$ cat config.mk
export PLATFORM = sky130hd
export DESIGN_NAME = mult_sequencer
export DESIGN_NICKNAME = d
export VERILOG_FILES = /design/src/rtl/mult_pkg.sv /design/src/rtl/mult_sequencer.sv
export SDC_FILE = /design/constraint.sdc
export NUM_CORES = 1
export LEC_CHECK = 0
export CAP_MARGIN = 15
export CORE_MARGIN = 3
export CORE_UTILIZATION = 41
export DETAILED_ROUTE_END_ITERATION = 6
export GPL_ROUTABILITY_DRIVEN = 1
export PLACE_DENSITY_LB_ADDON = 0.2
export SYNTH_ARGS = -nofsm -noshare
export SYNTH_HDL_FRONTEND = slang
export SYNTH_SLANG_ARGS = --single-unit
$ cat constraint.sdc
create_clock -name clk -period 2.46 [get_ports clk]
set_clock_uncertainty 0.2 [all_clocks]
set_input_delay 0.492 -clock clk [delete_from_list [all_inputs] [get_ports clk]]
set_output_delay 0.492 -clock clk [all_outputs]
set_load 0.01 [all_outputs]
$ cat src/rtl/mult_pkg.sv
// Shared definitions for the multiply sequencer and its datapath partner:
// FSM state encoding, multiplier select commands and operand width.
package mult_pkg;

  localparam int MULT_WIDTH = 32;
  localparam int CNT_WIDTH  = 6;

  typedef enum logic [1:0] {
    ST_IDLE    = 2'd0,
    ST_LOAD    = 2'd1,
    ST_STEP    = 2'd2,
    ST_CAPTURE = 2'd3
  } state_e;

  localparam logic [1:0] SEL_LOAD = 2'b00;
  localparam logic [1:0] SEL_STEP = 2'b01;
  localparam logic [1:0] SEL_HOLD = 2'b10;

endpackage

$ cat src/rtl/mult_sequencer.sv
// Drives the iterative multiplier through load + MULT_STEPS shift-add steps,
// captures the product into HI/LO and handles direct HI/LO writes.
module mult_sequencer
  import mult_pkg::*;
#(
  parameter int MULT_STEPS = 32
) (
  input  logic                  clk,
  input  logic                  reset_n,
  input  logic                  start,
  input  logic [MULT_WIDTH-1:0] op_a,
  input  logic [MULT_WIDTH-1:0] op_b,
  input  logic                  hi_we,
  input  logic                  lo_we,
  input  logic [MULT_WIDTH-1:0] wdata,
  input  logic [MULT_WIDTH-1:0] mult_product0,
  input  logic [MULT_WIDTH-1:0] mult_product1,
  output logic [MULT_WIDTH-1:0] mult_multiplier,
  output logic [MULT_WIDTH-1:0] mult_multiplicand,
  output logic [1:0]            mult_select,
  output logic [MULT_WIDTH-1:0] hi,
  output logic [MULT_WIDTH-1:0] lo,
  output logic                  busy,
  output logic                  done
);

  localparam logic [CNT_WIDTH-1:0] LAST_STEP = CNT_WIDTH'(MULT_STEPS - 1);

  state_e                state_q, state_d;
  logic [CNT_WIDTH-1:0]  cnt_q, cnt_d;
  logic [MULT_WIDTH-1:0] a_q, a_d;
  logic [MULT_WIDTH-1:0] b_q, b_d;
  logic [MULT_WIDTH-1:0] hi_q, hi_d;
  logic [MULT_WIDTH-1:0] lo_q, lo_d;
  logic [1:0]            sel_q, sel_d;
  logic                  busy_q, busy_d;
  logic                  done_q, done_d;

  // Select, busy and done are computed for the state being entered, so the
  // registered outputs line up with the state they belong to.
  always_comb begin
    // NOTE: every signal gets a default before the case so no path through
    // this block leaves a value unassigned, which would infer a latch.
    state_d = state_q;
    cnt_d   = cnt_q;
    a_d     = a_q;
    b_d     = b_q;
    hi_d    = hi_q;
    lo_d    = lo_q;
    sel_d   = sel_q;
    busy_d  = busy_q;
    done_d  = 1'b0;

    unique case (state_q)
      ST_IDLE: begin
        sel_d = SEL_HOLD;
        if (hi_we) hi_d = wdata;
        if (lo_we) lo_d = wdata;
        if (start) begin
          a_d     = op_a;
          b_d     = op_b;
          state_d = ST_LOAD;
          sel_d   = SEL_LOAD;
          busy_d  = 1'b1;
        end
      end
      ST_LOAD: begin
        cnt_d   = '0;
        state_d = ST_STEP;
        sel_d   = SEL_STEP;
      end
      ST_STEP: begin
        cnt_d = cnt_q + CNT_WIDTH'(1);
        if (cnt_q == LAST_STEP) begin
          state_d = ST_CAPTURE;
          sel_d   = SEL_HOLD;
        end
      end
      ST_CAPTURE: begin
        // Product is final: the last step happened on the edge entering CAPTURE.
        hi_d    = mult_product1;
        lo_d    = mult_product0;
        done_d  = 1'b1;
        busy_d  = 1'b0;
        state_d = ST_IDLE;
        sel_d   = SEL_HOLD;
      end
      default: begin
        state_d = ST_IDLE;
        sel_d   = SEL_HOLD;
        busy_d  = 1'b0;
      end
    endcase
  end

  // NOTE: sequential state uses non-blocking assignments so every flop
  // samples the pre-edge values, independent of statement order.
  always_ff @(posedge clk or negedge reset_n) begin
    if (!reset_n) begin
      state_q <= ST_IDLE;
      cnt_q   <= '0;
      a_q     <= '0;
      b_q     <= '0;
      hi_q    <= '0;
      lo_q    <= '0;
      sel_q   <= SEL_HOLD;
      busy_q  <= 1'b0;
      done_q  <= 1'b0;
    end else begin
      state_q <= state_d;
      cnt_q   <= cnt_d;
      a_q     <= a_d;
      b_q     <= b_d;
      hi_q    <= hi_d;
      lo_q    <= lo_d;
      sel_q   <= sel_d;
      busy_q  <= busy_d;
      done_q  <= done_d;
    end
  end

  assign mult_multiplier   = a_q;
  assign mult_multiplicand = b_q;
  assign mult_select       = sel_q;
  assign hi                = hi_q;
  assign lo                = lo_q;
  assign busy              = busy_q;
  assign done              = done_q;

endmodule

## Word-level counts from Yosys, hierarchy flattened

Cells that the tools add are included.

| operators by class | value |
|---|---|
| $add $sub $neg | 1 |
| eq/ne operators | 8 |
| mux-type cells | 14 |
| reduce and logical (&&, ||, !) cells | 8 |

Operator list:

| kind | count |
|---|---|
| one-hot mux 32 bit (2 select lines) | 2 |
| 2-to-1 mux 32 bit | 2 |
| one-hot mux 2 bit (4 select lines) | 2 |
| one-hot mux 6 bit (2 select lines) | 1 |
| AND reduction 2 bit | 5 |
| 2-to-1 mux 2 bit | 4 |
| inequality test 2 bit, second input constant | 4 |
| adder 6 x 1 -> 6 bit, second input constant | 1 |
| equality test 6 x 5 -> 1 bit, second input constant | 1 |
| equality test 2 bit, second input constant | 2 |
| nonzero test 2 bit | 2 |
| equality test 2 x 1 -> 1 bit, second input constant | 1 |
| zero test 2 bit | 1 |
| 2-to-1 mux 1 bit | 2 |
| one-hot mux 1 bit (2 select lines) | 1 |

| word-level totals | value |
|---|---|
| register bits | 140 |
| input bits | 165 |
| output and inout port bits | 132 |
| logic and storage cells | 40 |

## Logic depth before layout (Yosys ltp)

Gate-level depths: netlist of run 1.

| depth | value |
|---|---|
| word-level depth | 3 |
| mapped depth | 8 |
| mapped depth without buffers | 6 |

## Least setup slack after synthesis of run 1

No wires, ideal clock.

| path | value |
|---|---|
| path type | register to register |
| from | register state_q[0] |
| to | register b_q[0], in the netlist mult_multiplicand[0] |
| setup time | 125 ps |
| arrival | 1445 ps |
| data required time | 2135 ps |
| setup slack | 690 ps |
| stages on the path, launching flop included | 8 |
| path buffers | 3 |
| clock period less this slack | 1770 ps |
| path through | dfrtp_1 inv_1 ha_1 buf_6 nand2_2 buf_6 buf_6 mux2_4 |

| between the ends | value |
|---|---|
| cells in the longest elaborated chain, start to end | 2 |

RTL lines:

| what | RTL line | source |
|---|---|---|
| start: declaration | mult_sequencer.sv:29 | `state_e state_q, state_d;` |
| start signal: assignment | mult_sequencer.sv:110 | `state_q <= state_d;` |
| zero test 2 bit | mult_sequencer.sv:54 | `unique case (state_q)` |
| AND reduction 2 bit (no line) | - |  |
| end signal: assignment | mult_sequencer.sv:103 | `b_q <= '0;` |
| end signal: assignment | mult_sequencer.sv:113 | `b_q <= b_d;` |
| end: declaration | mult_sequencer.sv:32 | `logic [MULT_WIDTH-1:0] b_q, b_d;` |

No other way between the ends.
A chain may end at the register's enable or synchronous reset.

## Worst setup path after layout of run 1

| path | value |
|---|---|
| from | register sel_q[1], in the netlist mult_select[1] |
| to | output mult_select[1] |

RTL lines:

| what | RTL line | source |
|---|---|---|
| start: declaration | mult_sequencer.sv:35 | `logic [1:0] sel_q, sel_d;` |
| start signal: assignment | mult_sequencer.sv:116 | `sel_q <= sel_d;` |
| end: declaration | mult_sequencer.sv:20 | `output logic [1:0] mult_select,` |

No word-level cell between the ends.

==> flow_summary.yaml, run 1 <==
logic_synthesis:
  syn_avg_cell_area_um2: 11.85
  syn_inst: 512
  synth-seq-cells: 140
  syn_nets: 682
  synth_cell_types: 33
  ys_seq_area_share_pct: 57.78
  yosys_warnings: 0
  netlist_area_mm2: 0.006066
final_layout:
  n_fill_cell: 1080
  drive_above_1_share_pct: 14.15
  num_antenna_cells: 0
  post-route-util_pct: 68.96
  layout.nets: 978
  area_delta_synth_final_pct: 60.87
  fin_cells: 1000
routing:
  firstDrtPassIters: 4
  vias_per_cell: 4.868
  drtIter0Drc: 265
  ant_nets: 0
  wl_mm: 17.24
  drt-wirelength-per-cell_um: 17.24
  drc: 0
  vias: 4868
place:
  hpwl_mm: 13.15
  place_congestion: 0.8042
  dp.cells: 968
  port_buffers: 296
grt:
  antenna_found_initial: 0
  grtUsageTotal_pct: 21.35
  use_met1_pct: 23.87
  met3_usage_pct: 6.438
  grt_pass1_wl_mm: 27.18
  grt.overflow.total: 0
  top_usage_layer: "met2"
  use_met2_pct: 37.60
  grt_max_degree: 65
  grt_pass1_vias: 5219
setup_path:
  crit_chain: "clkdlybuf4s50_1"
  cp_top_family: "buffers and inverters"
  startpoint_type: "register"
  cp.required_ps: 1770
  cp.arrival_ps: 1490
  path_buf_inv: 1
  setup.worst_path.class: "register to primary output"
  cpMaxStageDelayCell: "clkdlybuf4s50_1"
  worst_setup_path_end_kind: "primary output"
  path_max_fanout: 2
  crit_path_max_incr_delay_ps: 540
floorplanning:
  rows: 43
  initial_utilization_pct: 42.87
  design.portCount: 297
  die_area_mm2: 0.01629
  die_y_um: 127.6
  core_area_mm2: 0.01415
  die_w_um: 127.6
hold_path:
  min_path_type: "register to register"
clock_network:
  numCtsBuffers: 17
  cts_tree: "built"
  clkTransAtPathRegs_ps: 50
  cts_resized: 0
  clock_sinks: 140
  clk_latency_ps: 410
  clock-root-buffer: "clkbuf_16"
  clock_path_buffers: 2
  cts_htree_levels: 4
power:
  ir_worst_vdd_v: 0.0007756
  powerDensity_mw_per_mm2: 1292
  p_leak_nw: 4.242
  p_total_mw: 12.61
timing:
  hold_viol_final: 0
  setup_violations: 0
  max-slew-margin-rel_pct: 62.10
  period_share_pct: 88.54
  slew_viol_final: 0
  tightestPinTransition_ps: 568.4
  finalSetupTns_ps: 0
  period_minus_slack_ps: 2178
  clock.fmax_ghz: 0.4591
  rsz0062_at_grt: "no"
run:
  drv_cap: 0
run_status:
  status: "completed"
per-layer routing:
metal	part of all wire (%)	up-vias
li1	-	2348
met2	52	187
met1	37	2296
met3	7.4	37
met5	0	-
met4	3.3	0
layout by cell type (no fill, tap or decap), types with 4 or more instances in the layout:
master,n
a21oi_1,69
buf_12,7
buf_4,5
clkbuf_1,4
clkbuf_16,17
clkbuf_8,4
clkdlybuf4s50_1,295
dfrtp_1,139
ha_1,4
inv_1,8
mux2_2,27
mux2_4,38
nand2_1,66
nor2_1,4
nor2b_1,31
o21ai_0,64
o21ai_2,4
through the flow:
step / hold WS, ps / setup WS (ps) / area (um2)
final: 273.9 / 281.9 / 9758
after global routing: 305.9 / 238.5 / 9758
after CTS: 281.3 / 261.4 / 9758
after detailed placement: 269.5 / 346.3 / 9191
after global placement: 263.1 / 367.9 / 9191
after floorplan: -3.591 / 689.9 / 6066
layout make-up:
cell class                      count  area, um2  share of cell area, %
Clock buffer                       25      495.5                  5.078
Multi-Input combinational cell    332       2290                  23.46
Sequential cell                   140       3505                  35.91
Clock inverter                      6      61.31                 0.6283
Timing Repair Buffer              309       3152                  32.30
Inverter                            8      30.03                 0.3077
Tap cell                          180      225.2                  2.308
cells in the mapped netlist:
| cell | n | area (um2) |
|---|---|---|
| dfrtp_1 | 139 | 3478 |
| a21oi_1 | 69 | 345.3 |
| nand2_1 | 66 | 247.7 |
| o21ai_0 | 64 | 320.3 |
| mux2_4 | 38 | 570.6 |
| nor2b_1 | 31 | 193.9 |
| mux2_2 | 27 | 304.0 |
| buf_6 | 12 | 135.1 |
| buf_2 | 11 | 55.05 |
| inv_1 | 8 | 30.03 |
| ha_1 | 5 | 62.56 |
| nor2_1 | 4 | 15.01 |
| o21ai_2 | 4 | 35.03 |
| buf_4 | 3 | 22.52 |
| clkbuf_1 | 3 | 11.26 |
| nand3_1 | 3 | 15.01 |
| o21ai_1 | 3 | 15.01 |
| a21oi_4 | 2 | 32.53 |
| and2b_1 | 2 | 15.01 |
| clkbuf_2 | 2 | 10.01 |
| mux2i_1 | 2 | 20.02 |
| nand2b_1 | 2 | 12.51 |
| o22ai_1 | 2 | 12.51 |
| a31o_2 | 1 | 8.760 |
| buf_8 | 1 | 15.01 |
| dfstp_2 | 1 | 26.28 |
| nand2_2 | 1 | 6.260 |
| nand3b_1 | 1 | 7.510 |
| nand4_1 | 1 | 6.260 |
| nor2b_4 | 1 | 13.76 |
| nor3b_1 | 1 | 7.510 |
| or3_1 | 1 | 6.260 |
| xor2_1 | 1 | 8.760 |
final timing paths:
path	startpoint	slack (ps)	end	cells after the start
max	mult_select[1]	280	mult_select[1]	1
min	hi[12]	270	hi[12]	2
max reg2reg	state_q[0]	460	mult_multiplier[6]	5
min reg2reg	hi[12]	270	hi[12]	2
max in group asynchronous	reset_n	970	lo[22]	3
min in group asynchronous	reset_n	450	lo[10]	2
cells by family after synthesis:
logic type,Yosys count,share of synthesized area [%]
compound gates,145,12.69
xor+xnor,1,0.1444
fa+ha+maj,5,1.031
buf+inv,40,4.600
flops,140,57.78
mux,67,14.75
simple gates,114,9.014
worst min-delay path, delay by kind of cell, from the launching register on:
| family | cells | cell delay [ps] |
|---|---|---|
| flops | 1 | 330 |
| compound gates | 1 | 60 |
| simple gates | 1 | 40 |
report_power, final:
group	switching [mW]	internal, mW
logic	2.70	3.46
clock network	0.902	1.49
registers	0.606	3.45
state kept, by name (all words and copies together), names as in the netlist, 2 cells and up:
| signal | flops |
|---|---|
| mult_multiplicand | 32 |
| lo | 32 |
| cnt_q | 6 |
| mult_select | 2 |
| hi | 32 |
| mult_multiplier | 32 |
| state_q | 2 |
repair_timing:
item	CTS	global route
endpoints found under the hold margin	55	0
setup buffers	0	0
hold buffers	1	0
Note: power is estimated with default switching activity, not from simulation.
==> inputs of run 2 (changes only) <==
Settings changed: GPL_ROUTABILITY_DRIVEN 1 to 0.
==> results of run 2 <==
The final DEF is identical to that of run 1; final timing and power are the same.
